<file path="src/rtl/freecell_move_ctrl.sv">
// FreeCell move controller: fetches source/dest piles, drives the legality checker,
// commits legal moves to board storage and answers with a fixed-latency response.
module freecell_move_ctrl #(
  parameter int COL_DEPTH = 19,
  parameter int CNT_W     = 16
) (
  input  logic             clk,
  input  logic             rst,
  input  logic             req_valid,
  output logic             req_ready,
  input  logic [3:0]       req_source,
  input  logic [3:0]       req_dest,
  output logic             resp_valid,
  output logic             resp_ok,
  output logic [3:0]       rd_loc,
  input  logic [5:0]       rd_card,
  input  logic [4:0]       rd_count,
  output logic             pop_en,
  output logic [3:0]       pop_loc,
  output logic             push_en,
  output logic [3:0]       push_loc,
  output logic [5:0]       push_card,
  output logic [3:0]       lg_source,
  output logic [3:0]       lg_dest,
  output logic             lg_src_empty,
  output logic             lg_dest_full,
  output logic             lg_dest_empty,
  output logic [5:0]       lg_src_card,
  output logic [5:0]       lg_dest_card,
  input  logic             lg_valid,
  output logic [CNT_W-1:0] move_count,
  output logic [CNT_W-1:0] reject_count,
  output logic             game_won
);

  typedef enum logic [2:0] {
    IDLE, RDSRC, RDDST, CAPT, EVAL, COMMIT, RESP
  } state_t;

  state_t     state, state_next;
  logic [3:0] source, dest;
  logic       ok;
  logic [5:0] home_count;
  logic       dest_full;

  always_comb begin
    state_next = state;
    case (state)
      IDLE:    if (req_valid && req_ready) state_next = RDSRC;
      RDSRC:   state_next = RDDST;
      RDDST:   state_next = CAPT;
      CAPT:    state_next = EVAL;
      EVAL:    state_next = COMMIT;
      COMMIT:  state_next = RESP;
      RESP:    state_next = IDLE;
      default: state_next = IDLE;
    endcase
  end

  // Fullness depends on the kind of location: free cells hold one card, homes thirteen.
  always_comb begin
    dest_full = 1'b0;
    case (dest[3:2])
      2'b10:   dest_full = (rd_count >= 5'd1);
      2'b11:   dest_full = (rd_count >= 5'd13);
      default: dest_full = (rd_count >= 5'(COL_DEPTH));
    endcase
  end

  always_ff @(posedge clk) begin
    if (rst) begin
      state         <= IDLE;
      req_ready     <= 1'b1;
      resp_valid    <= 1'b0;
      resp_ok       <= 1'b0;
      pop_en        <= 1'b0;
      push_en       <= 1'b0;
      rd_loc        <= 4'd0;
      pop_loc       <= 4'd0;
      push_loc      <= 4'd0;
      push_card     <= 6'd0;
      lg_source     <= 4'd0;
      lg_dest       <= 4'd0;
      lg_src_empty  <= 1'b0;
      lg_dest_full  <= 1'b0;
      lg_dest_empty <= 1'b0;
      lg_src_card   <= 6'd0;
      lg_dest_card  <= 6'd0;
      source        <= 4'd0;
      dest          <= 4'd0;
      ok            <= 1'b0;
      move_count    <= '0;
      reject_count  <= '0;
      home_count    <= 6'd0;
      game_won      <= 1'b0;
    end else begin
      state      <= state_next;
      pop_en     <= 1'b0;
      push_en    <= 1'b0;
      resp_valid <= 1'b0;
      game_won   <= game_won | (home_count == 6'd52);
      // Each state's registered outputs are loaded on the edge that enters it.
      case (state)
        IDLE: begin
          if (req_valid && req_ready) begin
            source    <= req_source;
            dest      <= req_dest;
            rd_loc    <= req_source;
            req_ready <= 1'b0;
          end
        end
        RDSRC: rd_loc <= dest;
        RDDST: begin
          lg_source    <= source;
          lg_dest      <= dest;
          lg_src_card  <= rd_card;
          lg_src_empty <= (rd_count == 5'd0);
        end
        CAPT: begin
          lg_dest_card  <= rd_card;
          lg_dest_empty <= (rd_count == 5'd0);
          lg_dest_full  <= dest_full;
        end
        EVAL: begin
          ok        <= lg_valid & ~game_won;
          pop_en    <= lg_valid & ~game_won;
          push_en   <= lg_valid & ~game_won;
          pop_loc   <= source;
          push_loc  <= dest;
          push_card <= lg_src_card;
        end
        COMMIT: begin
          if (ok) begin
            move_count <= move_count + CNT_W'(1);
            if (dest[3:2] == 2'b11) home_count <= home_count + 6'd1;
          end else begin
            reject_count <= reject_count + CNT_W'(1);
          end
          resp_valid <= 1'b1;
          resp_ok    <= ok;
        end
        RESP: req_ready <= 1'b1;
        default: ;
      endcase
    end
  end

endmodule

</file>
<file path="config.mk">
export PLATFORM = sky130hd
export DESIGN_NAME = freecell_move_ctrl
export DESIGN_NICKNAME = d
export VERILOG_FILES = /design/src/rtl/freecell_move_ctrl.sv
export SDC_FILE = /design/constraint.sdc
export NUM_CORES = 1
export LEC_CHECK = 0
export ABC_AREA = 0
export ABC_CLOCK_PERIOD_IN_PS = 1900
export CAP_MARGIN = 20
export CORE_ASPECT_RATIO = 0.75
export CORE_MARGIN = 2
export CORE_UTILIZATION = 49
export CTS_CLUSTER_DIAMETER = 60
export DETAILED_ROUTE_END_ITERATION = 10
export GPL_ROUTABILITY_DRIVEN = 0
export PLACE_DENSITY = 0.8
export SLEW_MARGIN = 20
export SYNTH_ARGS = -nofsm -noshare
export SYNTH_HDL_FRONTEND = slang
export SYNTH_SLANG_ARGS = --single-unit
</file>
<file path="constraint.sdc">
create_clock -name clk -period 1.9 [get_ports clk]
set_input_delay 0.19 -clock clk [delete_from_list [all_inputs] [get_ports clk]]
set_output_delay 0.19 -clock clk [all_outputs]
set_load 0.01 [all_outputs]
</file>
==> flow_metrics.env <==
export IMPL_antenna_found_initial=0
export IMPL_cts_resized=0
export IMPL_seqPwrFrac=0.545
export IMPL_h_tree_depth=3
export IMPL_maxSlewViolCount=0
export IMPL_die_w_um=108
export IMPL_grt_overflow_total=0
export IMPL_ys_seq_area_frac=0.487
export IMPL_setup_violations=0
export IMPL_powerDensity_nw_per_um2=719
export IMPL_leakagePower_nw=1.85
export IMPL_path_delay_family="simple AND/OR/NAND/NOR gates"
export IMPL_clock_latency_ns=0.37
export IMPL_rsz0062_at_grt="no"
export IMPL_fill_cells=657
export IMPL_fin_setup_tns_ns=0
export IMPL_period_share=0.918
export IMPL_drtAntennaViolNets=0
export IMPL_die_y_um=81.7
export IMPL_drc=0
export IMPL_combPwrFrac=0.103
export IMPL_crit_slowest_cell="or4_1"
export IMPL_synth_edf_count=0
export IMPL_final_cells=682
export IMPL_cts_made_buffers=9
export IMPL_netlist_area_um2=3950
export IMPL_ctsHoldBuffers=0
export IMPL_clockBufferDepth=2
export IMPL_fin_skew_ns=0.0123
export IMPL_path_cells="ha_1 -> nand3_1 -> or3_4 -> or4_1 -> a21oi_1"
export IMPL_dpl_cell_count=666
export IMPL_netlist_area_leader_share=0.487
export IMPL_synth_nets=489
export IMPL_viasPerCell=5.26
export IMPL_drtIter0Drc=158
export IMPL_async_reset_ff_frac=0
export IMPL_fin_nets=599
export IMPL_fmax_mhz=574
export IMPL_ir_drop_v=0.000402
export IMPL_cts_setup_buffers=0
export IMPL_drt_wl_total_um=9810
export IMPL_initial_core_util=0.503
export IMPL_grt_pass1_wl_um=16100
export IMPL_dieArea_um2=8790
export IMPL_syn_to_final_growth_pct=36.6
export IMPL_core_area_um2=7850
export IMPL_worstSetupEndpointType="register"
export IMPL_wl_per_cell_um=14.4
export IMPL_crit_type="register to register"
export IMPL_avgSynthCellArea_um2=8.54
export IMPL_synth_cells=462
export IMPL_grt_pass1_vias=3421
export IMPL_dp_final_hpwl_um=7300
export IMPL_cp_num_buf_inv=0
export IMPL_slew_headroom=0.671
export IMPL_grtUsageTotal=0.235
export IMPL_drive_gt1_frac=0.101
export IMPL_cts_tree="done"
export IMPL_fp_row_count=28
export IMPL_vias=3587
export IMPL_startpoint_type="register"
export IMPL_clkPwrFrac=0.352
export IMPL_ioPinCount=102
export IMPL_worstPathMaxFanout=4
export IMPL_yosysMostFrequentCell="dfxtp_1"
export IMPL_internal_power_mw=2.94
export IMPL_ys_warn_count=0
export IMPL_grt_max_degree=30
export IMPL_yosysTopAreaCell="dfxtp_1"
export IMPL_p_sw_mw=0.928
export IMPL_diodes=0
export IMPL_arrival_ns=2.04
export IMPL_required_ns=2.20
export IMPL_ys_flop_type="dfxtp_1"
export IMPL_cts_sinks=96
export IMPL_min_period_ns=1.74
export IMPL_worst_pin_slew_ns=0.489
export IMPL_synthTopCellsByCount="96 x dfxtp_1, 90 x nand2_1, 57 x a21oi_1"
export IMPL_hold_viol=0
export IMPL_drv_cap=0
export IMPL_ys_top_cells_by_area="dfxtp_1 49%, nand2_1 8.6%, a21oi_1 7.2%"
export IMPL_status="complete, no violations"
export IMPL_synth_distinct_cells=48
export IMPL_dr_pass1_iters=4
export IMPL_netSwitchingFraction=0.240
export IMPL_ctsRootBufferMaster="clkbuf_8"
export IMPL_cp_slowest_stage_delay_ns=0.50
export IMPL_path_clk_slew_ns=0.09
export IMPL_portBuffers=101
export IMPL_synth_seq_cells=96
export IMPL_hold_class="primary input to register"
[stage by stage]
stage | worst slack (ns) | hold slack (ns) | util | cell area, um^2 | power (mW)
after floorplan | 0.0721 | 0.326 | - | 3950 | 2.36
after global placement | 0.210 | 0.443 | 0.660 | 5180 | 2.54
after detailed placement | 0.173 | 0.452 | 0.660 | 5180 | 2.55
after CTS | 0.147 | 0.219 | 0.687 | 5390 | 3.90
after global routing | 0.0412 | 0.219 | 0.687 | 5390 | 4.02
final | 0.157 | 0.233 | 0.687 | 5390 | 3.87
[worst paths after layout]
path	from	endpoint	slack [ns]	depth (start not counted)
max	reject_count[1]	reject_count[14]	0.16	5
min reg2reg	push_loc[0]	push_loc[0]	0.46	2
max reg2reg	reject_count[1]	reject_count[14]	0.16	5
min	rst	reject_count[12]	0.23	2
[logic make-up after synthesis]
kind of cell    Yosys count  synth area share
simple gates            209             0.261
flops                    96             0.487
compound gates           78             0.109
buf+inv                  37            0.0409
xor+xnor                 25            0.0555
mux                      13            0.0333
fa+ha+maj                 4            0.0127
[registers in the layout, summed over array words and instances (netlist names), 4 cells and up]
name and count:
dest 4, home_count 6, lg_dest 4, lg_dest_card 6, lg_source 4, lg_src_card 6
move_count 16, pop_loc 4, push_card 6, push_loc 4, rd_loc 4, reject_count 16
source 4
[placed cells by master (no fill, tap or decap), drive strengths merged, types with 2 or more instances in the layout]
cell type / n
a211oi: 5
a21oi: 57
a31o: 2
and2: 3
and3: 2
and4: 2
and4b: 2
buf: 28
clkbuf: 12
clkdlybuf4s50: 100
clkinvlp: 3
dfxtp: 96
ha: 4
inv: 8
mux2i: 12
nand2: 90
nand2b: 4
nand3: 10
nand3b: 3
nand4: 7
nor2: 48
nor3: 7
nor4: 11
o21ai: 7
o31ai: 2
or2: 2
or3: 7
or3b: 2
or4: 3
xnor2: 18
xor2: 7
[power groups by stage]
| stage | Clock (mW) | Sequential [mW] | Combinational (mW) |
|---|---|---|---|
| 6_report | 1.36 | 2.11 | 0.398 |
| 2_1_floorplan | 0 | 2.16 | 0.199 |
| 5_1_grt | 1.47 | 2.12 | 0.435 |
| 3_3_place_gp | 0 | 2.15 | 0.390 |
| 3_5_place_dp | 0 | 2.16 | 0.398 |
| 4_1_cts | 1.39 | 2.11 | 0.400 |
[layout make-up]
type                    instances  area (um^2)  area share
repair buffers                128         1220       0.227
clock buffers                  12          155      0.0288
multi-input cells             329         1880       0.348
flip-flops and latches         96         1920       0.357
inverters                       8         30.0     0.00557
well taps                     105          131      0.0244
clock inverters                 4         52.6     0.00975
[routing by layer]
| layer | part of all wire | track usage | up-vias |
|---|---|---|---|
| li1 | - | - | 1790 |
| met3 | 0.073 | 0.0984 | 15 |
| met5 | 0 | 0 | - |
| met2 | 0.46 | 0.384 | 91 |
| met4 | 0.018 | 0.0692 | 0 |
| met1 | 0.45 | 0.287 | 1691 |
(Power assumes the default switching activity.)
==> patch: new RTL, same settings <==
The parameter `CNT_W` goes from 16 to 14.
--- a/src/rtl/freecell_move_ctrl.sv
+++ b/src/rtl/freecell_move_ctrl.sv
@@ -4,3 +4,3 @@
   parameter int COL_DEPTH = 19,
-  parameter int CNT_W     = 16
+  parameter int CNT_W     = 14
 ) (
Ports: changed (resized move_count and reject_count); port bits go from 102 to 98. The function was not compared with the original's and may differ.
==> patch against the unedited design <==
- final area shrank 6.5%
- routed wire length shrank 7.1%
- sequential cell count shrank 4
- worst setup slack lost 0.027 ns
- sequential power shrank 4%
- synthesized area shrank 5.2%
- power shrank 4.7%
- critical path type unchanged
==> patch: results (changes against the unedited design) <==
status complete, no violations (unchanged); maximum clock path buffer count 2 (unchanged); Main synth FF type dfxtp_1 (unchanged); asr flop ratio synth 0% (unchanged); met3 WL 608 um (was 717 um); vias in the first global route 3112 (was 3421); Peak VDD IR 0.365 mV (was 0.402 mV); first-pass GRT wire length 15100 um (was 16100 um); PortBufs 97 (was 101); Synth Net Count 470 (was 489); initial antenna violation count 0 (unchanged); Hold Startpoint rst (unchanged); top cells by count, synth 93 x nand2_1, 92 x dfxtp_1, 56 x a21oi_1, 44 x nor2_1, 19 x clkbuf_1 (was 96 x dfxtp_1, 90 x nand2_1, 57 x a21oi_1, 48 x nor2_1, 21 x clkbuf_1); DP Wirelength 6490 um (was 7300 um); biggest regs move_count: 14 flops, reject_count: 14 flops (was move_count: 16 flops, reject_count: 16 flops); Final nets 566 (was 599); P_leak 1.76 nW (was 1.85 nW); total CTS buffers 9 (unchanged); clock transition at the registers of the reported paths 0.09 ns (about the same); residual DRC count 0 (unchanged); wire per inst 14.1 um (was 14.4 um); post-CTS sizing 0 (unchanged); Clock Skew 0.00899 ns (was 0.0123 ns); wl on met1 4390 um (was 4380 um); CP startpoint state[2]$_SDFFE_PP0P_ (was reject_count[1]$_SDFFE_PP0P_); routed length on met2 4000 um (was 4530 um); Vias per Instance 5.25 (was 5.26); top cells by area, synth dfxtp_1 49%, nand2_1 9.3%, a21oi_1 7.5% (was dfxtp_1 49%, nand2_1 8.6%, a21oi_1 7.2%); # H-tree levels 3 (unchanged); Seq/Total Area, Yosys 49.2% (was 48.7%); highest routed layer met4 (unchanged); DRT iter0 DRCs 211 (was 158); layout cells sized above 1 8.09% (was 10.1%); placed cells 629 (was 666); pin count of the biggest net entering global routing 45 (was 30); drt first pass iters 4 (unchanged); crit-path max FO 6 (was 4); Max-slew headroom 55.9% (was 67.1%); clk_lat worst skew 0.37 ns (about the same); library cells used by synthesis 44 (was 48); GRT Total Usage 22.5% (was 23.5%); YS warnings 0 (unchanged); synthesized area per cell 8.44 um^2 (was 8.54 um^2); via count 3384 (was 3587)
## patch: changes by cell type after synthesis, moves of 3 or more
cell	unedited run	this run
dfxtp_1	96	92
nand2_1	90	93
nor2_1	48	44
nand4_1	6	3
nor4_1	9	4
xnor2_1	18	12
## patch: worst max-delay path: stages (launching register included)
cell and delay (ns):
dfxtp_1 0.47, nand4bb_1 0.28, nor4_2 0.50, nand3_1 0.14, mux2_2 0.28
## patch: final timing paths
check,endpoint,slack [ns],cells past startpoint
hold reg to reg,push_card[1]$_SDFFE_PP0P_,0.46,2
hold / removal,reject_count[6]$_SDFFE_PP0P_,0.34,2
setup reg to reg,reject_count[13]$_SDFFE_PP0P_,0.13,4
setup / recovery,reject_count[13]$_SDFFE_PP0P_,0.13,4
## patch: metal layers
metal	track usage [%]	vias to the layer above
met4	6.13	0
li1	-	1679
met5	0	-
met3	5.96	11
met1	30.8	1588
met2	35.3	106
## patch: power breakdown
part | leakage (nW) | switching (mW) | total, mW | internal (mW)
sequential | 0.744 | 0.0526 | 2.03 | 1.98
clock | 0.0927 | 0.684 | 1.29 | 0.608
combinational | 0.923 | 0.184 | 0.369 | 0.185
## patch: cell families (layout without fill, tap and decap cells)
group / count (synthesis) / in the layout / share of synthesized area, %
simple gates: 204 / 204 / 26.3
flops: 92 / 92 / 49.2
compound gates: 74 / 74 / 10.9
buf+inv: 35 / 136 / 3.75
xor+xnor: 21 / 21 / 4.92
mux: 13 / 13 / 3.58
fa+ha+maj: 4 / 4 / 1.34
## patch: final cells by class
cell class	instances	area, um^2
repair buffers	112	1090
clock inverters	6	63.8
well taps	101	126
multi-input cells	316	1760
clock buffers	10	128
flip-flops and latches	92	1840
inverters	8	30.0
fillers	605	2330
## patch: through the flow
step	utilization, %	hold slack [ns]	setup WS, ns	power (mW)	instance area, um^2
finish	68.4	0.338	0.129	3.69	5040
global route	68.4	0.359	0.00879	3.83	5040
CTS	68.4	0.333	0.129	3.71	5040
detailed placement	65.8	0.447	0.166	2.44	4850
global placement	65.8	0.445	0.269	2.43	4850
floorplan	-	0.326	0.255	2.26	3740
